**src/rtl/camera_tx_pkg.sv**
```systemverilog
// Shared types and constants for the parallel camera stream transmitter.
package camera_tx_pkg;

    // Frame phases; each non-idle phase spans a whole number of line-times.
    typedef enum logic [2:0] {
        StIdle,
        StVsync,
        StVback,
        StActive,
        StVfront
    } tx_state_e;

    // Pixel source select encodings.
    typedef enum logic [1:0] {
        PatExt   = 2'b00,
        PatBars  = 2'b01,
        PatGrad  = 2'b10,
        PatSolid = 2'b11
    } pattern_sel_e;

    localparam logic [15:0] SOLID_COLOUR = 16'hF81F;

    // RGB565 colour of each of the eight vertical bars, left to right.
    function automatic logic [15:0] bar_colour(input logic [2:0] idx);
        logic [15:0] c;
        c = 16'h0000;
        unique case (idx)
            3'd0: c = 16'hFFFF;
            3'd1: c = 16'hFFE0;
            3'd2: c = 16'h07FF;
            3'd3: c = 16'h07E0;
            3'd4: c = 16'hF81F;
            3'd5: c = 16'hF800;
            3'd6: c = 16'h001F;
            3'd7: c = 16'h0000;
        endcase
        return c;
    endfunction

endpackage

```
**src/rtl/cam_tx_pattern_gen.sv**
```systemverilog
// Test-pattern source with the same 2-cycle latency as an external BRAM read, so the
// transmitter's capture point does not depend on the selected source.
module cam_tx_pattern_gen
    import camera_tx_pkg::*;
#(
    parameter int ACTIVE_PIX = 320
) (
    input  logic         i_clk,
    input  logic         i_rst,
    input  logic [15:0]  i_x,
    input  logic [5:0]   i_y,
    input  pattern_sel_e i_sel,
    input  logic [15:0]  i_pix,
    output logic [15:0]  o_pix
);

    localparam int BAR_W = ACTIVE_PIX / 8;

    logic [15:0]  r_x;
    logic [5:0]   r_y;
    pattern_sel_e r_sel1;
    pattern_sel_e r_sel2;
    logic [15:0]  r_pat;
    logic [2:0]   w_bar;
    logic [15:0]  w_pat;

    // Combinational pattern from the first pipeline stage.
    always_comb begin
        w_bar = 3'd0;
        for (int i = 1; i < 8; i++) begin
            if (r_x >= 16'(i * BAR_W)) begin
                w_bar = 3'(i);
            end
        end
        w_pat = 16'h0000;
        case (r_sel1)
            PatBars:  w_pat = bar_colour(w_bar);
            PatGrad:  w_pat = {r_x[4:0], r_y, r_x[4:0]};
            PatSolid: w_pat = SOLID_COLOUR;
            default:  w_pat = 16'h0000;
        endcase
    end

    // Two register stages: coordinates in, then the finished pattern word.
    always_ff @(posedge i_clk) begin
        if (i_rst) begin
            r_x    <= 16'h0000;
            r_y    <= 6'h00;
            r_sel1 <= PatExt;
            r_sel2 <= PatExt;
            r_pat  <= 16'h0000;
        end else begin
            r_x    <= i_x;
            r_y    <= i_y;
            r_sel1 <= i_sel;
            r_sel2 <= r_sel1;
            r_pat  <= w_pat;
        end
    end

    // External data arrives live in the same cycle the pattern word is ready.
    assign o_pix = (r_sel2 == PatExt) ? i_pix : r_pat;

endmodule

```
**src/rtl/camera_stream_tx.sv**
```systemverilog
// OV7670-style parallel pixel transmitter: pclk divider, line/frame counters,
// frame FSM, pixel request/capture and byte serialiser.
module camera_stream_tx
    import camera_tx_pkg::*;
#(
    parameter int ACTIVE_PIX   = 320,
    parameter int ACTIVE_LINES = 240,
    parameter int H_BLANK      = 144,
    parameter int VSYNC_LINES  = 3,
    parameter int V_BACK       = 17,
    parameter int V_FRONT      = 10,
    parameter int PCLK_DIV     = 4
) (
    input  logic                            clk_in,
    input  logic                            rst_in,
    input  logic                            en_in,
    input  logic [1:0]                      pattern_sel_in,
    input  logic [15:0]                     pix_in,
    output logic                            pix_req_out,
    output logic [$clog2(ACTIVE_PIX)-1:0]   pix_x_out,
    output logic [$clog2(ACTIVE_LINES)-1:0] pix_y_out,
    output logic                            pclk_out,
    output logic                            vsync_out,
    output logic                            href_out,
    output logic [7:0]                      data_out,
    output logic                            frame_start_out
);

    localparam int HALF = PCLK_DIV / 2;
    localparam int DW   = $clog2(PCLK_DIV);
    localparam int XW   = $clog2(ACTIVE_PIX);
    localparam int YW   = $clog2(ACTIVE_LINES);

    localparam logic [DW-1:0] DIV_LAST = DW'(PCLK_DIV - 1);
    localparam logic [DW-1:0] DIV_HALF = DW'(HALF);
    // Last cycle before the pclk falling edge; outputs are launched at its end.
    localparam logic [DW-1:0] DIV_FALL = DW'(HALF - 1);
    // Three cycles ahead of the launching edge, leaving two cycles of source latency.
    localparam logic [DW-1:0] DIV_REQ  = DW'((HALF - 1 + PCLK_DIV - 3) % PCLK_DIV);

    localparam logic [15:0] H_LAST   = 16'(2 * ACTIVE_PIX + H_BLANK - 1);
    localparam logic [15:0] H_ACT    = 16'(2 * ACTIVE_PIX);
    localparam logic [15:0] VS_LAST  = 16'(VSYNC_LINES - 1);
    localparam logic [15:0] VB_LAST  = 16'(V_BACK - 1);
    localparam logic [15:0] ACT_LAST = 16'(ACTIVE_LINES - 1);
    localparam logic [15:0] VF_LAST  = 16'(V_FRONT - 1);

    tx_state_e    r_state;
    tx_state_e    w_state_next;
    pattern_sel_e r_sel;
    logic [DW-1:0] r_div;
    // r_h/r_v always name the position launched at the next falling edge.
    logic [15:0]  r_h;
    logic [15:0]  r_v;
    logic         r_vsync;
    logic         r_href;
    logic [7:0]   r_data;
    logic         r_frame_start;
    logic [1:0]   r_req_pipe;
    logic [15:0]  r_pix;

    logic         w_tick;
    logic         w_line_end;
    logic [15:0]  w_phase_last;
    logic         w_phase_end;
    logic         w_active_byte;
    logic         w_req;
    logic [15:0]  w_src_pix;

    assign w_tick        = (r_state != StIdle) && (r_div == DIV_FALL);
    assign w_line_end    = (r_h == H_LAST);
    assign w_phase_end   = w_line_end && (r_v == w_phase_last);
    assign w_active_byte = (r_state == StActive) && (r_h < H_ACT);
    assign w_req         = w_active_byte && !r_h[0] && (r_div == DIV_REQ);

    // Number of line-times in the current phase, minus one.
    always_comb begin
        w_phase_last = 16'h0000;
        unique case (r_state)
            StVsync:  w_phase_last = VS_LAST;
            StVback:  w_phase_last = VB_LAST;
            StActive: w_phase_last = ACT_LAST;
            StVfront: w_phase_last = VF_LAST;
            default:  w_phase_last = 16'h0000;
        endcase
    end

    // Next-state logic; phases advance only on a falling-edge tick at phase end.
    always_comb begin
        w_state_next = r_state;
        unique case (r_state)
            StIdle:   if (en_in) w_state_next = StVsync;
            StVsync:  if (w_tick && w_phase_end) w_state_next = StVback;
            StVback:  if (w_tick && w_phase_end) w_state_next = StActive;
            StActive: if (w_tick && w_phase_end) w_state_next = StVfront;
            StVfront: if (w_tick && w_phase_end) w_state_next = en_in ? StVsync : StIdle;
            default:  w_state_next = StIdle;
        endcase
    end

    // State register.
    always_ff @(posedge clk_in) begin
        if (rst_in) begin
            r_state <= StIdle;
        end else begin
            r_state <= w_state_next;
        end
    end

    // Pattern select is frozen for the whole frame at each frame start.
    always_ff @(posedge clk_in) begin
        if (rst_in) begin
            r_sel <= PatExt;
        end else if ((r_state != StVsync) && (w_state_next == StVsync)) begin
            r_sel <= pattern_sel_e'(pattern_sel_in);
        end
    end

    // pclk divider and h/v position counters; v counts lines within the current phase.
    always_ff @(posedge clk_in) begin
        if (rst_in || (r_state == StIdle) || (w_state_next == StIdle)) begin
            r_div <= '0;
            r_h   <= 16'h0000;
            r_v   <= 16'h0000;
        end else begin
            r_div <= (r_div == DIV_LAST) ? '0 : r_div + DW'(1);
            if (w_tick) begin
                if (w_line_end) begin
                    r_h <= 16'h0000;
                    r_v <= w_phase_end ? 16'h0000 : r_v + 16'd1;
                end else begin
                    r_h <= r_h + 16'd1;
                end
            end
        end
    end

    // Sync, href and byte bus launched on the pclk falling edge; high byte first.
    always_ff @(posedge clk_in) begin
        if (rst_in) begin
            r_vsync       <= 1'b0;
            r_href        <= 1'b0;
            r_data        <= 8'h00;
            r_frame_start <= 1'b0;
        end else begin
            r_frame_start <= 1'b0;
            if (w_tick) begin
                r_vsync       <= (r_state == StVsync);
                r_href        <= w_active_byte;
                r_data        <= w_active_byte ? (r_h[0] ? r_pix[7:0] : r_pix[15:8]) : 8'h00;
                r_frame_start <= (r_state == StVsync) && !r_vsync;
            end
        end
    end

    // Capture the requested pixel two cycles after its request.
    always_ff @(posedge clk_in) begin
        if (rst_in) begin
            r_req_pipe <= 2'b00;
            r_pix      <= 16'h0000;
        end else begin
            r_req_pipe <= {r_req_pipe[0], w_req};
            if (r_req_pipe[1]) begin
                r_pix <= w_src_pix;
            end
        end
    end

    cam_tx_pattern_gen #(
        .ACTIVE_PIX (ACTIVE_PIX)
    ) u_pattern_gen (
        .i_clk (clk_in),
        .i_rst (rst_in),
        .i_x   ({1'b0, r_h[15:1]}),
        .i_y   (6'(r_v)),
        .i_sel (r_sel),
        .i_pix (pix_in),
        .o_pix (w_src_pix)
    );

    assign pclk_out        = (r_state != StIdle) && (r_div < DIV_HALF);
    assign vsync_out       = r_vsync;
    assign href_out        = r_href;
    assign data_out        = r_data;
    assign frame_start_out = r_frame_start;
    assign pix_req_out     = w_req;
    assign pix_x_out       = w_req ? r_h[XW:1] : '0;
    assign pix_y_out       = w_req ? r_v[YW-1:0] : '0;

endmodule
```
**config.mk**
```make
export PLATFORM = sky130hd
export DESIGN_NAME = camera_stream_tx
export DESIGN_NICKNAME = d
export VERILOG_FILES = /design/src/rtl/camera_tx_pkg.sv /design/src/rtl/cam_tx_pattern_gen.sv /design/src/rtl/camera_stream_tx.sv
export SDC_FILE = /design/constraint.sdc
export NUM_CORES = 1
export LEC_CHECK = 0
export ABC_AREA = 1
export CELL_PAD_IN_SITES_DETAIL_PLACEMENT = 1
export CELL_PAD_IN_SITES_GLOBAL_PLACEMENT = 1
export CORE_MARGIN = 2
export CORE_UTILIZATION = 40
export DETAILED_ROUTE_END_ITERATION = 6
export PLACE_DENSITY_LB_ADDON = 0.1
export SYNTH_ARGS = -nofsm -noshare
export SYNTH_HDL_FRONTEND = slang
export SYNTH_SLANG_ARGS = --single-unit
```
**constraint.sdc**
```tcl
create_clock -name clk_in -period 2.6 [get_ports clk_in]
set_clock_uncertainty 0.15 [all_clocks]
set_input_delay 0.78 -clock clk_in [delete_from_list [all_inputs] [get_ports clk_in]]
set_output_delay 0.78 -clock clk_in [all_outputs]
set_load 0.005 [all_outputs]
```
# Word-level counts from Yosys, hierarchy flattened
# Memories as Yosys holds them, arrays and structs flattened.
# Index checks and enable logic that the tools add are counted.
dict set report word_totals {
  regBits 110
  mem_bits_ro 128
  output_inout_bits 30
  n_memories 1
}
# name words word_bits read_ports rd_ports_with_merged_regs wr line_no
set memory_table {}
lappend memory_table {{(name not given)} 8 16 1 0 0 camera_tx_pkg.sv:27} ;# unique case (idx)
dict set report classes {
  add_sub_neg 3
  n_lt_le_gt_ge 9
  eq_ne 14
  mux 23
  bitwise 1
  reduce_logical 20
}
# operator count
set ops {}
lappend ops {{16-bit by 8-bit >= comparator with 1-bit output, second input constant} 3}
lappend ops {{16-bit 2-to-1 mux} 3}
lappend ops {{16-bit case mux with 3 select lines} 1}
lappend ops {{16-bit by 1-bit adder with 16-bit output, second input constant} 2}
lappend ops {{16-bit by 7-bit >= comparator with 1-bit output, second input constant} 2}
lappend ops {{8-bit case mux with 4 select lines} 1}
lappend ops {{3-bit 2-to-1 mux} 9}
lappend ops {{8-bit 2-to-1 mux} 3}
lappend ops {{16-bit by 10-bit equality test with 1-bit output, second input constant} 1}
lappend ops {{16-bit equality test} 1}
lappend ops {{16-bit by 6-bit >= comparator with 1-bit output, second input constant} 1}
lappend ops {{16-bit by 9-bit >= comparator with 1-bit output, second input constant} 1}
lappend ops {{16-bit by 10-bit < comparator with 1-bit output, second input constant} 1}
lappend ops {{3-bit case mux with 5 select lines} 1}
lappend ops {{1-bit logical AND} 9}
lappend ops {{9-bit 2-to-1 mux} 1}
lappend ops {{2-bit equality test, second input constant} 4}
lappend ops {{3-bit by 1-bit equality test with 1-bit output, second input constant} 2}
lappend ops {{3-bit by 2-bit equality test with 1-bit output, second input constant} 2}
lappend ops {{3-bit zero test} 2}
lappend ops {{2-bit by 1-bit equality test with 1-bit output, second input constant} 2}
lappend ops {{2-bit 2-to-1 mux} 2}
lappend ops {{2-bit OR reduction} 2}
lappend ops {{3-bit equality test, second input constant} 1}
lappend ops {{10 further kinds} 13}

# Logic depth before layout (Yosys ltp)
dict set report logic_depth {
  ltp_word 10
  depth_mapped 16
  mapped_depth_nobuf 15
}

# Hierarchy
# A second synthesis with hierarchy kept.
dict set report unflattened {
  cells_unflattened 728
  hier_area_um2 5253.8
}
# module instances cells_each area_per_inst_um2
set modules_own_cells {}
lappend modules_own_cells {camera_stream_tx 1 538 3622.2}
lappend modules_own_cells {cam_tx_pattern_gen 1 190 1631.6}

# Worst setup path after synthesis
# No wires, ideal clock.
dict set report synth_timing {
  kind {register -> output}
  start {register r_h[0]}
  end {output port pix_req_out}
  t_arrival_ns 1.544
  required_ns 1.670
  setup_slack_ns 0.126
  stages_incl_launch_ff 6
  cell_sequence {dfxtp_1 clkbuf_1 clkinv_1 nand3_1 clkbuf_1 inv_1}
}
dict set report synth_between {
  elab_chain_cells 4
  word_cells_on_any_way 5
}
# element line_no
set synth_rtl {}
lappend synth_rtl {{start, declared} camera_stream_tx.sv:53} ;# logic [15:0] r_h;
lappend synth_rtl {{start signal, assigned} camera_stream_tx.sv:132} ;# r_h <= r_h + 16'd1;
lappend synth_rtl {{16-bit by 10-bit < comparator with 1-bit output} camera_stream_tx.sv:73} ;# assign w_active_byte = (r_state == StActive) && (r_h < H_ACT);
lappend synth_rtl {{1-bit logical AND} camera_stream_tx.sv:73}
lappend synth_rtl {{1-bit logical AND * (2 in series)} camera_stream_tx.sv:74} ;# assign w_req = w_active_byte && !r_h[0] && (r_div == DIV_REQ);
lappend synth_rtl {{end, declared} camera_stream_tx.sv:19} ;# output logic pix_req_out,
# Mark *: on every way between the ends. The rest lies on a longest branch, timed or not.

# Worst setup path in the final report
dict set report layout_timing {
  start {register r_h[11]}
  end {output port pix_y_out[3]}
}
dict set report layout_between {
  elab_chain_cells 5
}
# element line_no
set layout_rtl {}
lappend layout_rtl {{16-bit by 10-bit < comparator with 1-bit output} camera_stream_tx.sv:73}
lappend layout_rtl {{1-bit logical AND} camera_stream_tx.sv:73}
lappend layout_rtl {{1-bit logical AND (2 in series)} camera_stream_tx.sv:74}
lappend layout_rtl {{8-bit 2-to-1 mux} camera_stream_tx.sv:188} ;# assign pix_y_out = w_req ? r_v[YW-1:0] : '0;
lappend layout_rtl {{end, declared} camera_stream_tx.sv:21} ;# output logic [$clog2(ACTIVE_LINES)-1:0] pix_y_out,
# Every way passes these cells.

==> impl_metrics.tcl <==
set metrics [dict create \
    slowest_delay_ps 330 \
    finalHoldViolations 0 \
    dp.cells 962 \
    nets 835 \
    overflow 0 \
    wirelength_um 14900 \
    std_cell_rows 41 \
    cap_violations 0 \
    clk_latency_ps 360 \
    required_ps 1670 \
    antenna_found_initial 0 \
    finalSetupTns_ps -285 \
    clock.fmax_mhz 379 \
    fillers 1667 \
    place_congestion 0.876 \
    portBuffers 50 \
    critPathArrivalTime_ps 1710 \
    synthesis.area_um2 5260 \
    worst_r2r_startpoint "r_state[2]" \
    die_h_um 119 \
    antenna_cells 0 \
    synth_top_area_share_pct 41.5 \
    end_kind "primary output" \
    yosysWarnings 0 \
    avgViaCountPerCell 4.91 \
    drc 0 \
    syn_nets 761 \
    async_flop_share_pct 0 \
    core_um2 12700 \
    hold_buffers 0 \
    p_leak_uw 0.00263 \
    slew_headroom_pct 35.0 \
    grt_pass1_wl_um 24600 \
    first_pass_iters 4 \
    synth-edff-count 0 \
    ys_types 37 \
    tritoncts "yes" \
    finalMaxSlewViolations 0 \
    dr_total_vias 4838 \
    outcome "finished with violations" \
    synth_top_area_cell "dfxtp_1" \
    htree_levels 3 \
    synth_most_common_cell "nand2_1" \
    timing.final.ws_setup_ps -40.1 \
    total_power_uw 3230 \
    synthCells 735 \
    synthFlopType "dfxtp_1" \
    clkSlewWorstSetupHoldPaths_ps 80 \
    synth_common_cells "nand2_1 (175), nor2_1 (121), dfxtp_1 (109)" \
    violations "negative setup slack" \
    layout_worst_path_cycle_share_pct 102 \
    crit_path_top_delay_cell "dfxtp_2" \
    critPathLaunchType "flop" \
    drt-initial-drc-count 198 \
    crit_chain "nor2_2 -> nand2_2 -> nor2_4 -> nand3_2 -> inv_2 -> nand3_4 -> buf_6 -> buf_12 -> nor2_2 -> buf_2" \
    first_global_vias 5063 \
    grt_max_degree 57 \
    final_cells 986 \
    die_w_um 119 \
    die_area_um2 14100 \
    numCtsBuffers 9 \
    io_pins 51 \
    worstMarginPinSlew_ps 971 \
    ant_nets 0 \
    final_area_um2 6450 \
    avgSynthCellArea_um2 7.15 \
    crit_top_cell "nor2_2" \
    placedInstanceArea_um2 6030 \
    synthToLayoutAreaGrowth_pct 22.7 \
    critPathMaxFanout 8 \
    drive_above_1_share_pct 18.2 \
    synth-seq-cells 109 \
    dp_hpwl_um 10900 \
    crit_type "reg -> out" \
    hold_path.startpoint "r_req_pipe[0]" \
    hp-class "reg -> reg" \
    clockBufferDepth 2 \
    startpoint "r_h[11]" \
    root_buffer "clkbuf_16" \
    post-route-min-period_ps 2640 \
    start_util_pct 41.3 \
    timing.hold.ws_ps 279 \
    yosysSeqAreaShare_pct 41.5 \
    rsz0062_at_grt "true" \
    synth_area_leaders "dfxtp_1 (42%), nand2_1 (12%), nor2_1 (8.6%)" \
    grt_use_total_pct 21.7 \
    wl_per_cell_um 15.1 \
    cellPowerDensity_nw_per_um2 501 \
    cts.sinks 109 \
    setup_violations 8 \
    ir_worst_vdd_v 0.000243 \
]
-- state kept, by name (all words and copies together) (netlist names), 3 cells and up --
register and cells:
u_pattern_gen.r_x 15, r_state 3, r_pix 16, u_pattern_gen.r_pat 16
u_pattern_gen.r_y 6, r_h 16, r_v 16, data_out 8
-- placed cells by master, fill, tap and decap left out, types with 7 or more instances in the layout --
| cell type | n |
|---|---|
| nand2_1 | 173 |
| dfxtp_1 | 103 |
| nor2_1 | 102 |
| inv_1 | 92 |
| nand3_1 | 52 |
| a21oi_1 | 32 |
| nor2_4 | 30 |
| clkdlybuf4s50_1 | 30 |
| buf_4 | 28 |
| buf_2 | 18 |
| o21ai_0 | 17 |
| nor2_2 | 16 |
| o211ai_1 | 16 |
| xor2_1 | 14 |
| clkbuf_16 | 9 |
| nand4_1 | 8 |
| nor3_1 | 8 |
| nand2_2 | 7 |
-- final cells by class --
type / instances / area (um^2) / share of cell area, %
Timing Repair Buffer: 84 / 691 / 10.7
Sequential cell: 109 / 2190 / 33.9
Inverter: 100 / 375 / 5.82
Multi-Input combinational cell: 505 / 2700 / 41.8
Tap cell: 172 / 215 / 3.34
Clock buffer: 10 / 239 / 3.70
Clock inverter: 6 / 46.3 / 0.718
-- logic make-up (layout without fill, tap and decap cells) --
family	after synthesis	count (layout)	synth area share, %
buffers and inverters	122	200	9.71
adder cells (fa/ha/maj)	5	5	1.19
AND/OR/NAND/NOR	412	413	37.1
XOR/XNOR	16	16	2.67
flip-flops	109	109	41.5
AO/OA/AOI/OAI	71	71	7.83
-- per-stage QoR --
| stage | setup WS, ps | util, % |
|---|---|---|
| after floorplan | 126 | - |
| final | -40.1 | 50.7 |
| after detailed placement | -54.4 | 47.4 |
| after CTS | -60.3 | 50.0 |
| after global routing | -145 | 50.7 |
| after global placement | 50.9 | 47.4 |
-- final timing paths --
| path | to | slack (ps) | depth (start not counted) |
|---|---|---|---|
| worst max-delay path | pix_y_out[3] | -40 | 10 |
| worst max register to register | r_h[9] | 200 | 14 |
| worst min-delay path | r_req_pipe[1] | 280 | 2 |
| worst min register to register | r_req_pipe[1] | 280 | 2 |
-- routing by layer --
metal	track usage [%]	share of wire (%)
met1	25.8	44
met5	0	0
met3	3.23	2.5
met4	8.18	2.1
met2	39.3	51
-- worst max-delay path, delay by kind of cell, from the launching register on --
| kind | cells | cell delay [ps] |
|---|---|---|
| buffers and inverters | 4 | 470 |
| DFF | 1 | 330 |
| and+or+nand+nor | 6 | 540 |
-- repair_timing --
item | CTS | global route
gates cloned | 1 | 1
setup buffers | 7 | 1
pin swaps | 4 | 4
gates resized for setup | 94 | 30
setup endpoints to repair | 19 | 25
-- power breakdown --
| group | switching [uW] | internal, uW |
|---|---|---|
| logic | 121 | 67.9 |
| clock network | 659 | 685 |
| registers | 9.77 | 1690 |
| total | 790 | 2440 |
(Power assumes the default switching activity.)
